$ cat src/rtl/mostra_seq_pkg.sv
// Shared constants for the sequence playback datapath (mostra_sequencia).
// State codes, 1 kHz default timings and debug code width.
package mostra_seq_pkg;

   localparam logic [2:0] IDLE  = 3'd0;
   localparam logic [2:0] FETCH = 3'd1;
   localparam logic [2:0] SHOW  = 3'd2;
   localparam logic [2:0] GAP   = 3'd3;
   localparam logic [2:0] DONE  = 3'd4;

   localparam int T_ON_PADRAO  = 500;
   localparam int T_OFF_PADRAO = 250;
   localparam int DB_W         = 4;

   function automatic int maximo(input int a, input int b);
      return (a > b) ? a : b;
   endfunction

endpackage

$ cat src/rtl/mostra_seq_if.sv
// Bundle between mostra_sequencia, the game FSM side and the sync game ROM.
// slave = playback block, master = FSM/ROM side.
interface mostra_seq_if
   import mostra_seq_pkg::*;
#(
   parameter int ADDR_W = 4,
   parameter int DATA_W = 4
) ();

   logic              iniciar;
   logic [ADDR_W-1:0] limite;
   logic [ADDR_W-1:0] rom_addr;
   logic [DATA_W-1:0] rom_data;
   logic [DATA_W-1:0] leds;
   logic              ocupado;
   logic              pronto;
   logic [DB_W-1:0]   db_estado;

   modport master (
      output iniciar, limite, rom_data,
      input  rom_addr, leds, ocupado, pronto, db_estado
   );

   modport slave (
      input  iniciar, limite, rom_data,
      output rom_addr, leds, ocupado, pronto, db_estado
   );

endinterface

$ cat src/rtl/mostra_sequencia_temporizador.sv
// temporizador_mostra: clear/count-up timer with terminal-count compare.
// One instance times both the lit window and the dark gap.
module temporizador_mostra #(
   parameter int W = 4
) (
   input  logic         clock,
   input  logic         reset,
   input  logic         carrega,
   input  logic         conta,
   input  logic [W-1:0] alvo,
   output logic [W-1:0] valor,
   output logic         fim
);

   always_ff @(posedge clock) begin
      if (reset || carrega)
         valor <= '0;
      else if (conta)
         valor <= valor + W'(1);
   end

   assign fim = (valor == alvo);

endmodule

$ cat src/rtl/mostra_sequencia.sv
// Sequence playback: sync ROM -> LEDs, lit window then dark gap per element.
// Optional MOSTRA_SEQUENCIA_ABORTA_EN adds the abortar input.
module mostra_sequencia
   import mostra_seq_pkg::*;
#(
   parameter int ADDR_W = 4,
   parameter int DATA_W = 4,
   parameter int T_ON   = T_ON_PADRAO,
   parameter int T_OFF  = T_OFF_PADRAO
) (
   input  logic clock,
   input  logic reset,
`ifdef MOSTRA_SEQUENCIA_ABORTA_EN
   input  logic abortar,
`endif
   mostra_seq_if.slave bus
);

   localparam int TW = $clog2(maximo(T_ON, T_OFF) + 1);
   localparam logic [TW-1:0] ON_FIM  = TW'(T_ON - 1);
   localparam logic [TW-1:0] OFF_FIM = TW'(T_OFF - 1);
   localparam logic [TW-1:0] PRE_CNT = TW'((T_OFF > 1) ? T_OFF - 2 : 0);

   logic [2:0]        st;
   logic [ADDR_W-1:0] lim_q;
   logic [ADDR_W-1:0] addr_q;
   logic [DATA_W-1:0] leds_q;
   logic              ultimo;
   logic [TW-1:0]     t_val;
   logic [TW-1:0]     alvo;
   logic              t_fim;
   logic              t_carrega;
   logic              t_conta;
   logic              pre;
   logic              aborta;

`ifdef MOSTRA_SEQUENCIA_ABORTA_EN
   assign aborta = abortar && (st != IDLE);
`else
   assign aborta = 1'b0;
`endif

   // The ROM is registered, so the next address goes out one cycle
   // before FETCH; that way FETCH sees the new word after one cycle.
   always_comb begin
      alvo      = (st == SHOW) ? ON_FIM : OFF_FIM;
      t_conta   = (st == SHOW) || (st == GAP);
      t_carrega = (st == IDLE) || (st == FETCH) ||
                  ((st == SHOW) && t_fim) || aborta;
      pre       = 1'b0;
      if (T_OFF == 1)
         pre = (st == SHOW) && t_fim;
      else
         pre = (st == GAP) && (t_val == PRE_CNT);
   end

   temporizador_mostra #(.W(TW)) u_tempo (
      .clock   (clock),
      .reset   (reset),
      .carrega (t_carrega),
      .conta   (t_conta),
      .alvo    (alvo),
      .valor   (t_val),
      .fim     (t_fim)
   );

   always_ff @(posedge clock) begin
      if (reset || aborta || (st == IDLE) || (st == DONE)) begin
         addr_q <= '0;
         ultimo <= 1'b0;
      end else if (pre) begin
         if (addr_q == lim_q)
            ultimo <= 1'b1;
         else
            addr_q <= addr_q + ADDR_W'(1);
      end
   end

   always_ff @(posedge clock) begin
      if (reset) begin
         st     <= IDLE;
         lim_q  <= '0;
         leds_q <= '0;
      end else if (aborta) begin
         st     <= IDLE;
         leds_q <= '0;
      end else begin
         unique case (st)
            IDLE: begin
               leds_q <= '0;
               if (bus.iniciar) begin
                  lim_q <= bus.limite;
                  st    <= FETCH;
               end
            end
            FETCH: begin
               leds_q <= bus.rom_data;
               st     <= SHOW;
            end
            SHOW: begin
               if (t_fim) begin
                  leds_q <= '0;
                  st     <= GAP;
               end
            end
            GAP: begin
               if (t_fim)
                  st <= ultimo ? DONE : FETCH;
            end
            DONE: st <= IDLE;
            default: begin
               leds_q <= '0;
               st     <= IDLE;
            end
         endcase
      end
   end

   assign bus.rom_addr  = addr_q;
   assign bus.leds      = leds_q;
   assign bus.ocupado   = (st != IDLE);
   assign bus.pronto    = (st == DONE);
   assign bus.db_estado = DB_W'(st);

endmodule

$ cat src/flat_wrapper.sv
// flat-port wrapper written by rule: the top's interface ports become plain ports
module mostra_sequencia_flat import mostra_seq_pkg::*;
#(
   parameter int ADDR_W = 4,
   parameter int DATA_W = 4,
   parameter int T_ON   = T_ON_PADRAO,
   parameter int T_OFF  = T_OFF_PADRAO
)
  (clock, reset, bus_iniciar, bus_limite, bus_rom_data, bus_rom_addr, bus_leds, bus_ocupado, bus_pronto, bus_db_estado);
  mostra_seq_if #(.ADDR_W(ADDR_W), .DATA_W(DATA_W)) bus_i ();
  input  logic clock;
  input  logic reset;
  input wire logic [$bits(bus_i.iniciar)-1:0] bus_iniciar;
  input wire logic [$bits(bus_i.limite)-1:0] bus_limite;
  input wire logic [$bits(bus_i.rom_data)-1:0] bus_rom_data;
  output wire logic [$bits(bus_i.rom_addr)-1:0] bus_rom_addr;
  output wire logic [$bits(bus_i.leds)-1:0] bus_leds;
  output wire logic [$bits(bus_i.ocupado)-1:0] bus_ocupado;
  output wire logic [$bits(bus_i.pronto)-1:0] bus_pronto;
  output wire logic [$bits(bus_i.db_estado)-1:0] bus_db_estado;
  assign bus_i.iniciar = bus_iniciar;
  assign bus_i.limite = bus_limite;
  assign bus_i.rom_data = bus_rom_data;
  assign bus_rom_addr = bus_i.rom_addr;
  assign bus_leds = bus_i.leds;
  assign bus_ocupado = bus_i.ocupado;
  assign bus_pronto = bus_i.pronto;
  assign bus_db_estado = bus_i.db_estado;
  mostra_sequencia #(.ADDR_W(ADDR_W), .DATA_W(DATA_W), .T_ON(T_ON), .T_OFF(T_OFF)) u_core (.clock(clock), .reset(reset), .bus(bus_i));
endmodule
$ cat config.mk
export PLATFORM = sky130hd
export DESIGN_NAME = mostra_sequencia_flat
export DESIGN_NICKNAME = d
export VERILOG_FILES = /design/src/rtl/mostra_seq_pkg.sv /design/src/rtl/mostra_seq_if.sv /design/src/rtl/mostra_sequencia_temporizador.sv /design/src/rtl/mostra_sequencia.sv /design/src/flat_wrapper.sv
export SDC_FILE = /design/constraint.sdc
export NUM_CORES = 1
export LEC_CHECK = 0
export BUFFER_PORTS_ARGS = -buffer_cell sky130_fd_sc_hd__clkbuf_2
export CORE_MARGIN = 1
export CORE_UTILIZATION = 30
export DETAILED_ROUTE_END_ITERATION = 10
export PLACE_DENSITY = 0.56
export SYNTH_ARGS = -nofsm -noshare
export SYNTH_HDL_FRONTEND = slang
export SYNTH_HIERARCHICAL = 1
export SYNTH_SLANG_ARGS = --single-unit
$ cat constraint.sdc
create_clock -name clock -period 3.35 [get_ports clock]
set_input_delay 0.1675 -clock clock [delete_from_list [all_inputs] [get_ports clock]]
set_output_delay 0.1675 -clock clock [all_outputs]
set_load 0.05 [all_outputs]
# == Word level (Yosys, flattened, before mapping) ==
# Index checks and enable logic that the tools add are counted.
# classes
addsub,2
n_eq_ne,10
muxes,8
n_bitwise,2
reduce_logical,16
# ops
cell,count
2-to-1 mux 3 bit,4
one-hot mux 3 bit (4 select lines),1
one-hot mux 4 bit (3 select lines),1
"adder 9 x 1 -> 9 bit, second input constant",1
"== test 9 x 8 -> 1 bit, second input constant",1
== test 9 bit,1
2-to-1 mux 9 bit,1
AND reduction 2 bit,4
"== test 3 x 2 -> 1 bit, second input constant",2
logical OR 1 bit,6
"adder 4 x 1 -> 4 bit, second input constant",1
== test 4 bit,1
2-to-1 mux 4 bit,1
"!= test 2 x 1 -> 1 bit, second input constant",2
"== test 3 x 1 -> 1 bit, second input constant",1
"== test 3 bit, second input constant",1
zero test 3 bit,1
AND reduction 3 bit,1
nonzero test 3 bit,1
logical AND 1 bit,2
"!= test 2 bit, second input constant",1
inverter 1 bit,2
OR reduction 2 bit,1
# totals
reg_bits,25
in_bits,11
out_inout_bits,14
wordCells,44

# == Longest topological paths before layout ==
# depth
ltp_word,6
ltp_mapped,11
mapped_depth_nobuf,10

# == Modules after synthesis ==
# The synthesis kept the hierarchy.
# modules_own_cells
module,n_inst,cells_per_inst,area_each_um2,seq_area_each_um2
mostra_sequencia,1,93,823.3,320.3
temporizador_mostra,1,55,490.5,180.2

# == Least setup slack after synthesis ==
# Ideal clock, no wire load.
# synth_path
kind,flip-flop to flip-flop
start,register u_core.st[1]
end,register u_core.u_tempo.valor[0]
setup_time_ps,126
arrival_ps,2692
required_ps,3224
setup_slack_ps,532
path_stages_with_launch,12
path_buffers,2
period_less_slack_ps,2818
path_cell_list,dfxtp_1 clkbuf_1 nand2_1 nor2_1 inv_1 xor2_1 nor4_1 nand2b_1 a21oi_1 or2_2 clkbuf_1 nor2_1
# synth_between
elab_chain_cells,6
elab_cells_between_ends,11
cone_classes,eq/ne (4); mux (1); reduce/logical (6)
# synth_rtl
element,line,text
from (decl),mostra_sequencia.sv:24,logic [2:0] st;
from (signal assigned),mostra_sequencia.sv:108,st <= ultimo ? DONE : FETCH;
== test 3 x 2 -> 1 bit,mostra_sequencia.sv:46,alvo = (st == SHOW) ? ON_FIM : OFF_FIM;
2-to-1 mux 9 bit,mostra_sequencia.sv:46,
named net u_core.alvo[1],mostra_sequencia.sv:30,logic [TW-1:0] alvo;
== test 9 bit,mostra_sequencia_temporizador.sv:22,assign fim = (valor == alvo);
named net u_core.t_fim,mostra_sequencia.sv:31,logic t_fim;
logical AND 1 bit,mostra_sequencia.sv:49,((st == SHOW) && t_fim) || aborta;
logical OR 1 bit,mostra_sequencia.sv:48,t_carrega = (st == IDLE) || (st == FETCH) ||
named net u_core.t_carrega,mostra_sequencia.sv:32,logic t_carrega;
logical OR 1 bit,mostra_sequencia_temporizador.sv:16,if (reset || carrega)
to (signal assigned),mostra_sequencia_temporizador.sv:19,valor <= valor + W'(1);
to (decl),mostra_sequencia_temporizador.sv:11,"output logic [W-1:0] valor,"
# The timed path passes the listed nets, and every way through them passes these cells.
# A chain may end at the register's enable or synchronous reset.

# == Worst setup path in the final report ==
# layout_path
start,register u_core.st[1]
end,"register u_core.leds_q[2], in the netlist u_core/bus.leds[2]"
# layout_between
elab_chain_cells,5
elab_cells_between_ends,11
cone_classes,eq/ne (6); mux (2); bitwise (1); reduce/logical (2)
# layout_rtl
element,line,text
== test 3 x 2 -> 1 bit,mostra_sequencia.sv:46,
2-to-1 mux 9 bit,mostra_sequencia.sv:46,
named net u_core.alvo[1],mostra_sequencia.sv:30,
== test 9 bit,mostra_sequencia_temporizador.sv:22,
named net u_core.t_fim,mostra_sequencia.sv:31,
!= test 2 x 1 -> 1 bit (no source line),n/a,
AND reduction 2 bit (no source line),n/a,
to (signal assigned),mostra_sequencia.sv:97,leds_q <= bus.rom_data;
to (decl),mostra_sequencia.sv:27,logic [DATA_W-1:0] leds_q;
# The timed path passes the listed nets, and every way through them passes these cells.

==> results.md <==
| Item | This run | Unit |
|---|---|---|
| Leak Pwr | 0.592 | nW |
| MaxCap Viol Count | 0 | - |
| Post-placement worst setup slack | 703 | ps |
| Start-to-end type of the worst setup path | register to register | - |
| Final nets | 187 | - |
| Inserted Clock Buffers | 3 | - |
| Total internal power | 422 | uW |
| Synth-to-layout area growth | 15.5 | % |
| Setup clock skew after layout | 4.74 | ps |
| Detailed-router iteration count before antenna repair | 4 | - |
| Relative contribution of combinational cells to total power | 0.166 | - |
| Transition time at the pin with the least slew margin | 773 | ps |
| Number of H-tree branching levels | 1 | - |
| Final antenna diode count | 0 | - |
| Number of gates resized after cts | 0 | - |
| Area post-placement | 1470 | um^2 |
| Worst Path Max Fanout | 13 | - |
| Die Width | 68.2 | um |
| PnR worst setup slack | 652 | ps |
| Setup repair after global routing missed its margin | false | - |
| TritonCTS clock tree | done | - |
| Global-route wire length before repair | 4250 | um |
| WP data required | 3510 | ps |
| Post-Layout Inst Area | 1520 | um^2 |
| Number of enable flip-flop cells after synthesis | 0 | - |
| Floorplan die area | 4650 | um^2 |
| VDD IR max | 0.160 | mV |
| Status | finished, final reports clean | - |
| Synthesized area per cell | 8.88 | um^2 |
| Placer's final routability congestion estimate | 0.703 | - |
| Routed Wire Length | 2540 | um |
| Clock transition at path regs | 90 | ps |
| Initial drt markers | 50 | - |
| Hold Worst Slack | 131 | ps |
| Cell mode on critical path | sky130_fd_sc_hd__nor2_1 | - |
| Proportion of power drawn by the clock network | 0.302 | - |
| Data arrival time of the critical path | 2860 | ps |
| Number of buffers added for setup after CTS | 0 | - |
| Clock insertion delay at the later pin of the skew report | 270 | ps |
| Global Route met1 Usage | 0.160 | - |
| Area taken by flip-flops and latches | 500 | um^2 |
| Y dimension of the die | 68.2 | um |
| Commonest cells after routing, fill and taps aside | sky130_fd_sc_hd__dfxtp_1, sky130_fd_sc_hd__clkbuf_2, sky130_fd_sc_hd__nor2_1 | - |
| Worst relative slew slack | 0.480 | - |
| Share of total power in sequential cells | 0.532 | - |
| Top cell type's share of synthesized area | 0.381 | - |
| Cell at the slowest stage of the critical path | sky130_fd_sc_hd__nor4_1 | - |
| Synthesized-area fraction occupied by adder cells | 0.0190 | - |
| Final HPWL DP | 1900 | um |
| Overall overflow remaining after global route | 0 | - |
| Share of the core filled with cells in the final layout | 0.369 | - |
| Crit share post-route | 0.805 | - |
| Via count | 1060 | - |
| Net switching power | 174 | uW |
| Number of clock sinks | 25 | - |
| Element type at the critical path start | register | - |
| Combined area of the multi-input logic cells | 778 | um^2 |
| Number of library cell types mapped by synthesis | 37 | - |
| Core Area | 4120 | um^2 |
| Multiplexer share of the synthesized area | 0.0457 | - |
| Synthesized netlist cell count | 148 | - |
| CP Capture Type | register | - |
| Initial core utilization | 0.319 | - |
| Share of synthesized area occupied by flip-flops and latches | 0.381 | - |
| Global-route track usage on met2 | 0.197 | - |
| Commonest non-fill, non-tap cell in the layout | sky130_fd_sc_hd__dfxtp_1 | - |
| Share of synthesized registers carrying an async set or reset | 0 | - |
| Final number of setup-violating endpoints | 0 | - |
| Total number of yosys warnings | 6 | - |
| Vias per std cell | 4.75 | - |
| Cells along the critical path | nand2_1 > nor2_1 > inv_1 > xor2_1 > nor4_1 > nand2b_1 > a31o_2 > a22oi_1 > nor2_1 | - |
| Number of global-route vias before repair | 938 | - |
| Compound-cell area share of the yosys netlist | 0.110 | - |
| Highest attainable clock frequency | 371 | MHz |
| Cell types with the largest area share after synthesis | sky130_fd_sc_hd__dfxtp_1, sky130_fd_sc_hd__nor2_1, sky130_fd_sc_hd__xor2_1, sky130_fd_sc_hd__xnor2_1, sky130_fd_sc_hd__mux2i_1 | - |
| Post-synth top area cell | sky130_fd_sc_hd__dfxtp_1 | - |
| # DRC | 0 | - |
| Final sum of negative setup slack | 0 | ps |
| Parity-gate share of the synthesized area counting xor and xnor cells | 0.113 | - |
| Detailed-route wire length per cell | 11.4 | um |
| Fill cell total of the finished layout | 442 | - |
| Hold crit path type | input pin to register | - |
| # rows | 23 | - |
| Cell area power density | 393 | nW/um^2 |
| GR Layer Usage met3 | 0.0417 | - |
| Global routing usage summed across all routing layers | 0.123 | - |
| Clock period minus worst slack | 2700 | ps |
| Combinational family with the most area after synthesis | simple AND/OR/NAND/NOR gates | - |
| Share of final-layout standard cells stronger than drive strength 1 | 0.202 | - |
| Boundary pin count | 25 | - |
| Biggest cell delay along the critical path | 700 | ps |
| Pin count of the biggest net entering global routing | 15 | - |
| Pins Over Slew Limit | 0 | - |
| Root buffer selected by CTS | sky130_fd_sc_hd__clkbuf_8 | - |
| Most used routing layer | met2 | - |
| Number of hold buffers added after CTS | 0 | - |
| Most frequently used flop master after synthesis | sky130_fd_sc_hd__dfxtp_1 | - |
| Number of endpoints with negative hold slack in the final report | 0 | - |
| Number of antenna violations at the first check in global routing | 0 | - |
| IO buf count | 23 | - |
| Sw Share | 0.292 | - |
| DRT antenna net count | 0 | - |
| Simple-gate portion of the synthesized area | 0.285 | - |
| Number of synthesized register bits | 25 | - |
| Buffer levels on the longest clock path | 2 | - |
| Netlist area before placement | 1310 | um^2 |
==> cell type report <==
cell class / instances / area share
well taps: 50 / 0.0412
clock inverters: 1 / 0.00330
inverters: 4 / 0.00989
flip-flops and latches: 25 / 0.330
repair buffers: 23 / 0.0758
multi-input cells: 117 / 0.513
clock buffers: 3 / 0.0272
==> power groups by stage <==
stage | sequential, mW | clock [mW] | combinational, mW
2_1_floorplan | 0.334 | 0 | 0.0714
3_3_place_gp | 0.324 | 0 | 0.0993
3_5_place_dp | 0.324 | 0 | 0.0991
4_1_cts | 0.318 | 0.197 | 0.0994
5_1_grt | 0.320 | 0.204 | 0.109
6_report | 0.317 | 0.180 | 0.0987
==> per-stage QoR <==
| stage | cells | total power [mW] |
|---|---|---|
| floorplan | 153 | 0.405 |
| global placement | 219 | 0.424 |
| detailed placement | 219 | 0.424 |
| CTS | 223 | 0.614 |
| global route | 223 | 0.633 |
| finish | 223 | 0.597 |
==> layer usage <==
metal,vias up,routed length (um)
met3,0,115
li1,568,-
met4,0,0
met5,-,0
met1,471,1320
met2,21,1100
==> sequential cells by signal, summed over array words and instances, names as in the netlist <==
signal	cells
u_core/st	3
u_core/ultimo	1
u_core/bus.leds	4
u_core/lim_q	4
u_core/bus.rom_addr	4
u_core/u_tempo/valor	9
==> cells in the mapped netlist, drive strengths merged (2+ instances only) <==
master / count
nor4: 2
nand4: 7
xnor2: 8
nor2: 21
o21ai: 8
and3: 2
nor3b: 3
buf: 2
mux2i: 6
nand3: 2
inv: 4
a21oi: 7
or4: 2
a22oi: 4
conb: 2
nand2: 10
ha: 2
clkbuf: 5
xor2: 9
or2: 2
dfxtp: 25
or3: 5
==> logic make-up after synthesis <==
kind of cell,Yosys count
flip-flops,25
multiplexers,6
AO/OA/AOI/OAI,24
buffers and inverters,11
other,2
adder cells (fa/ha/maj),2
AND/OR/NAND/NOR,61
XOR/XNOR,17
==> path summary, 6_finish.rpt <==
| path | slack, ps | from | to | cells past startpoint |
|---|---|---|---|---|
| worst min register to register | 510 | u_core/ultimo$_SDFFE_PP0P_ | u_core/st[2]$_SDFFE_PP0P_ | 2 |
| worst min-delay path | 130 | bus_limite[1] | u_core/lim_q[1]$_SDFFE_PP0P_ | 3 |
| worst max-delay path | 650 | u_core/st[1]$_SDFFE_PP0P_ | u_core/bus.leds[2]$_SDFFE_PP0P_ | 9 |
| worst max register to register | 650 | u_core/st[1]$_SDFFE_PP0P_ | u_core/bus.leds[2]$_SDFFE_PP0P_ | 9 |
==> worst max-delay path: cells and delay by family, from the launching register on <==
family	cells	cell delay [ps]
and+or+nand+nor	5	1310
DFF	1	550
AOI/OAI and AO/OA	2	500
xor gates and xnor gates	1	140
buffers and inverters	1	90
Power figures use the tool's default switching activity.
